### src/rtl/fetch_unit.sv
// Instruction-fetch stage: owns the PC, addresses instruction memory and
// registers the returned word into the IF/ID register with redirect, stall, halt and fault handling.
module fetch_unit #(
    parameter logic [31:0] RESET_PC   = 32'h0000_0000,
    parameter int          IMEM_WORDS = 1024,
    parameter logic [31:0] HALT_WORD  = 32'hFFFF_FFFF
) (
    input  logic        clk,
    input  logic        reset,
    output logic [31:0] imem_addr,
    input  logic [31:0] imem_instr,
    input  logic        stall,
    input  logic        redirect_valid,
    input  logic [31:0] redirect_pc,
    output logic [31:0] id_instr,
    output logic [31:0] id_pc,
    output logic [31:0] id_pc_plus4,
    output logic        id_valid,
    output logic        halted,
    output logic        fault,
    output logic [31:0] fetch_count
);

    // 33-bit limit so a full 4 GiB memory does not overflow the compare
    localparam logic [32:0] PC_LIMIT = 33'(IMEM_WORDS) * 33'd4;

    logic [31:0] pc_q, pc_d;
    logic [31:0] id_instr_q, id_instr_d;
    logic [31:0] id_pc_q, id_pc_d;
    logic [31:0] id_pc_plus4_q, id_pc_plus4_d;
    logic        id_valid_q, id_valid_d;
    logic        halted_q, halted_d;
    logic        fault_q, fault_d;
    logic [31:0] fetch_count_q, fetch_count_d;
    logic        pc_out_of_range;

    assign pc_out_of_range = {1'b0, pc_q} >= PC_LIMIT;

    always_comb begin
        pc_d          = pc_q;
        id_instr_d    = id_instr_q;
        id_pc_d       = id_pc_q;
        id_pc_plus4_d = id_pc_plus4_q;
        id_valid_d    = id_valid_q;
        halted_d      = halted_q;
        fault_d       = fault_q;
        fetch_count_d = fetch_count_q;

        if (redirect_valid) begin
            pc_d       = {redirect_pc[31:2], 2'b00};
            id_valid_d = 1'b0;
            halted_d   = 1'b0;
            fault_d    = 1'b0;
        end else if (halted_q || fault_q) begin
            // Frozen: drain a bubble unless decode is stalled on the last word
            if (!stall) id_valid_d = 1'b0;
        end else if (stall) begin
            pc_d = pc_q;
        end else if (pc_out_of_range) begin
            fault_d    = 1'b1;
            id_valid_d = 1'b0;
        end else begin
            id_instr_d    = imem_instr;
            id_pc_d       = pc_q;
            id_pc_plus4_d = pc_q + 32'd4;
            id_valid_d    = 1'b1;
            fetch_count_d = fetch_count_q + 32'd1;
            if (imem_instr == HALT_WORD) halted_d = 1'b1;
            else                         pc_d     = pc_q + 32'd4;
        end
    end

    always_ff @(posedge clk) begin
        if (reset) begin
            pc_q          <= RESET_PC;
            id_instr_q    <= 32'd0;
            id_pc_q       <= 32'd0;
            id_pc_plus4_q <= 32'd0;
            id_valid_q    <= 1'b0;
            halted_q      <= 1'b0;
            fault_q       <= 1'b0;
            fetch_count_q <= 32'd0;
        end else begin
            pc_q          <= pc_d;
            id_instr_q    <= id_instr_d;
            id_pc_q       <= id_pc_d;
            id_pc_plus4_q <= id_pc_plus4_d;
            id_valid_q    <= id_valid_d;
            halted_q      <= halted_d;
            fault_q       <= fault_d;
            fetch_count_q <= fetch_count_d;
        end
    end

    assign imem_addr   = pc_q;
    assign id_instr    = id_instr_q;
    assign id_pc       = id_pc_q;
    assign id_pc_plus4 = id_pc_plus4_q;
    assign id_valid    = id_valid_q;
    assign halted      = halted_q;
    assign fault       = fault_q;
    assign fetch_count = fetch_count_q;

endmodule

### config.mk
export PLATFORM = sky130hd
export DESIGN_NAME = fetch_unit
export DESIGN_NICKNAME = d
export VERILOG_FILES = /design/src/rtl/fetch_unit.sv
export SDC_FILE = /design/constraint.sdc
export NUM_CORES = 1
export LEC_CHECK = 0
export BUFFER_PORTS_ARGS = -buffer_cell sky130_fd_sc_hd__buf_4
export CAP_MARGIN = 40
export CORE_MARGIN = 1
export CORE_UTILIZATION = 30
export CTS_CLUSTER_SIZE = 24
export DETAILED_ROUTE_END_ITERATION = 7
export PLACE_DENSITY = 0.54
export SKIP_CTS_REPAIR_TIMING = 1
export SYNTH_ARGS = -nofsm -noshare
export SYNTH_HDL_FRONTEND = slang
export SYNTH_SLANG_ARGS = --single-unit
### constraint.sdc
create_clock -name clk -period 3.39 [get_ports clk]
set_input_delay 0 -clock clk [delete_from_list [all_inputs] [get_ports clk]]
set_output_delay 0 -clock clk [all_outputs]
set_load 0.03 [all_outputs]
# After elaboration in Yosys (flattened, before gate mapping)
# Index checks and enable logic that the tools add are counted.
op_classes:
  n_addsub: 2
  bitwise_logic: 5
  eq_ne: 5
  mux: 9
  n_reduce_logical: 7
  magnitude_cmp: 1
ops:
  columns: ["op", "n"]
  rows:
  - ["$mux W32", 5]
  - ["$add A32 B1 Y32 const B", 1]
  - ["$add A32 B3 Y32 const B", 1]
  - ["$eq A32 B32 Y1 const B", 1]
  - ["$ge A32 B13 Y1 const B", 1]
  - ["$reduce_and A4 Y1", 4]
  - ["$ne A2 B2 Y1 const B", 3]
  - ["$not A1 Y1", 5]
  - ["$mux W1", 4]
  - ["$reduce_and A3 Y1", 1]
  - ["$ne A2 B1 Y1 const B", 1]
  - ["$reduce_or A2 Y1", 1]
  - ["$logic_or A1 B1 Y1", 1]
totals:
  output_inout_bits: 163
  register_bits: 163
  word_cells: 38

# Depth between registers and ports, before layout
depth:
  depth_word: 6
  mapped_depth: 7
  ltp_nobuf: 6

# Least setup slack after synthesis
# No wires, ideal clock.
synth_path:
  path_type: "reg-to-reg"
  start: "register pc_q[19] (netlist: imem_addr[19])"
  end: "register fetch_count_q[13] (netlist: fetch_count[13])"
  n_path_buf: 2
  stages_incl_launch_ff: 8
  arrival_ns: 2.529
  setup_time_ns: 0.070
  t_required_ns: 3.320
  slack_ns: 0.791
  path_cell_list: "dfxtp_1 or4_1 or3_1 buf_2 or3_1 buf_2 or4_1 a21oi_1"
synth_via:
  elab_chain_len: 3
synth_rtl:
  columns: ["element", "line_no", "source"]
  rows:
  - ["start, declared", "27", "logic [31:0] pc_q, pc_d;"]
  - ["start signal, assigned", "84", "pc_q <= pc_d;"]
  - ["$ge A32 B13 Y1", "37", "assign pc_out_of_range = {1'b0, pc_q} >= PC_LIMIT;"]
  - ["$not A1 Y1 (no line)", null, null]
  - ["$reduce_and A4 Y1 (no line)", null, null]
  - ["end signal, assigned", "91", "fetch_count_q <= fetch_count_d;"]
  - ["end, declared", "34", "logic [31:0] fetch_count_q, fetch_count_d;"]
# No other way between the ends.
# A chain may end at the register's enable or synchronous reset.

# Worst setup path in the final report
layout_path:
  start: "register pc_q[19] (netlist: imem_addr[19])"
  end: "register fetch_count_q[24] (netlist: fetch_count[24])"
# The elaborated chain is that of the path after synthesis.

==> impl_metrics.yaml <==
global_routing:
  antenna_found_initial: 0
  grt_max_degree: 84
  first_global_vias: 5018
  grt_usage: 0.172
  grt_pass1_wl_mm: 27.3
  gr-total-overflow: 0
clocking:
  cts.htree.levels: 4
  cts_tree: "built"
  clock_path_buffers: 2
  cts.sinks: 157
  numCtsBuffers: 17
  clk_latency_ns: 0.42
  cts-root-buf: "clkbuf_16"
  clk_pin_slew_ns: 0.06
setup_path:
  worstPathRequired_ns: 3.73
  cp_slowest_cell: "or4_1"
  r2r_slack_ns: 0.75
  cp-end-kind: "register"
  r2r_end: "fetch_count[24]$_SDFFE_PP0P_"
  critPathKind: "reg -> reg"
  timing.rr.start: "imem_addr[19]$_SDFFE_PP0P_"
  reg2regPathDepth: 5
  startpoint_type: "register"
  crit_arrival_ns: 2.99
  cp_top_family: "simple AND/OR/NAND/NOR gates"
  crit_path_cell_trace: "or4_1 -> or3_1 -> or4_1 -> or3_1 -> a21oi_1"
  cp_max_fo: 11
  max_stage_delay_ns: 0.70
  worst-path-buf-inv: 0
placed_design:
  io_buffers: 222
  place.gp.congestion: 0.733
  dp.cells: 1132
  dpl.hpwl_mm: 12.0
timing:
  rsz0062_at_grt: "false"
  post-route-period-util: 0.780
  fin_crit_ns: 2.64
  worstMarginPinSlew_ns: 0.856
  tns_ns: 0
  max_freq_mhz: 378
  slew_violations: 0
  finClkSkew_ns: 0.0110
  setup_viol: 0
  slew_headroom: 0.424
  hold_violations: 0
  hold_slack_ns: 0.0149
logic_synthesis:
  yosysSeqAreaShare: 0.521
  ys_seq_elements: 157
  synth_area_leader_cell: "dfxtp_1"
  yosysUniqueCellTypes: 43
  synth_edf_count: 0
  async_flop_share: 0
  syn_inst: 684
  ys_top_cells_by_area: "dfxtp_1, nand2_1, a21oi_1"
  synth.top_cells.by_count: "dfxtp_1, nand2_1, a21oi_1, nor2_1, and3_1"
  ys.flop_type: "dfxtp_1"
  synth_area_per_cell_um2: 8.83
  synth-warning-count: 0
  synth_top_area_share: 0.521
  syn_area_mm2: 0.00604
  synth_most_common_cell: "dfxtp_1"
drt:
  post_drt_via_cell_ratio: 4.60
  wl_per_cell_um: 14.8
  drtIter0Drc: 312
  drc: 0
  totalWireLength_mm: 18.1
  dr.pass1.iters: 4
  ant_nets: 0
  routed-via-count: 5644
floorplan:
  die_w_um: 144
  core-area_mm2: 0.0196
  num_rows: 51
  initial_core_util: 0.308
  dieArea_mm2: 0.0207
  die_h_um: 144
  ios: 231
min_path:
  hold_depth: 2
  min_from: "reset"
  min_path_type: "in -> reg"
  min_to: "imem_addr[28]$_SDFFE_PP0P_"
cells_and_area:
  multiInputGateArea_mm2: 0.00265
  layout-drive-gt1-share: 0.279
  seqCellArea_mm2: 0.00314
  diodes: 0
  layoutNonFillerInstCount: 1226
  nFillCells: 1953
  syn2layout_area_growth_pct: 51.7
  fin_nets: 1020
pwr:
  power.total_mw: 4.32
  peakVddDrop_mv: 0.332
  p_leak_nw: 3.89
  powerDensity_mw_per_mm2: 472
run:
  drv_cap: 0
outcome:
  status: "completed"
## cell usage in the layout (no fill, tap or decap), drive strengths merged, types with 4 or more instances in the layout
cell type,n
a211oi,12
a21bo,4
a21oi,64
a311oi,6
and3,49
buf,230
bufinv,4
clkbuf,22
clkinv,6
conb,6
dfxtp,157
dlygate4sd3,63
inv,10
mux2i,23
nand2,111
nand3,13
nand3b,4
nand4,15
nor2,55
nor3,8
nor4,16
o21ai,13
o31ai,4
or3,17
or4,9
xnor2,20
## metrics by stage
| step | util | worst slack, ns | area (µm²) |
|---|---|---|---|
| detailed placement | 0.403 | 0.744 | 7900 |
| CTS | 0.435 | 0.728 | 8530 |
| floorplan | - | 0.791 | 6060 |
| global placement | 0.403 | 0.750 | 7900 |
| global route | 0.468 | 0.614 | 9160 |
| finish | 0.468 | 0.747 | 9160 |
## sequential cells by signal, indices dropped and copies added (netlist names)
register and count:
fetch_count 32, id_instr 32, id_pc 30, id_pc_plus4 30
imem_addr 30, fault 1, halted 1, id_valid 1
## metal layers
metal | part of all wire | global-route usage
met1 | 0.46 | 0.218
met2 | 0.47 | 0.273
met3 | 0.055 | 0.0546
met4 | 0.014 | 0.0554
met5 | 0 | 0
## area by class of cell
cell class / count / area share
sequential: 157 / 0.343
multi-input combinational: 469 / 0.289
timing repair buffer: 293 / 0.259
clock buffer: 22 / 0.0507
tap: 265 / 0.0362
clock inverter: 9 / 0.0175
inverter: 11 / 0.00451
## how the worst max path moves through the flow
stage / end / cells after the start / start / slack [ns]
after floorplan: fetch_count[13]$_SDFFE_PP0P_ / 7 / imem_addr[19]$_SDFFE_PP0P_ / 0.79
after global placement: fetch_count[24]$_SDFFE_PP0P_ / 5 / imem_addr[19]$_SDFFE_PP0P_ / 0.75
after detailed placement: fetch_count[24]$_SDFFE_PP0P_ / 5 / imem_addr[19]$_SDFFE_PP0P_ / 0.74
after CTS: fetch_count[24]$_SDFFE_PP0P_ / 5 / imem_addr[19]$_SDFFE_PP0P_ / 0.73
after global routing: fetch_count[24]$_SDFFE_PP0P_ / 5 / imem_addr[19]$_SDFFE_PP0P_ / 0.61
final: fetch_count[24]$_SDFFE_PP0P_ / 5 / imem_addr[19]$_SDFFE_PP0P_ / 0.75
## cell families after synthesis
kind of cell	after synthesis	share of synthesized area
compound gates	111	0.111
other cells	1	0.000621
flops	157	0.521
xor+xnor	21	0.0305
simple gates	305	0.248
fa+ha+maj	3	0.00622
buf+inv	63	0.0450
mux	23	0.0381
## where the power goes
| part | switching (mW) | internal (mW) | total (mW) | leakage [nW] |
|---|---|---|---|---|
| combinational | 0.197 | 0.178 | 0.375 | 2.31 |
| clock | 0.765 | 1.27 | 2.04 | 0.305 |
| sequential | 0.0339 | 1.87 | 1.91 | 1.27 |
(Power assumes the default switching activity.)
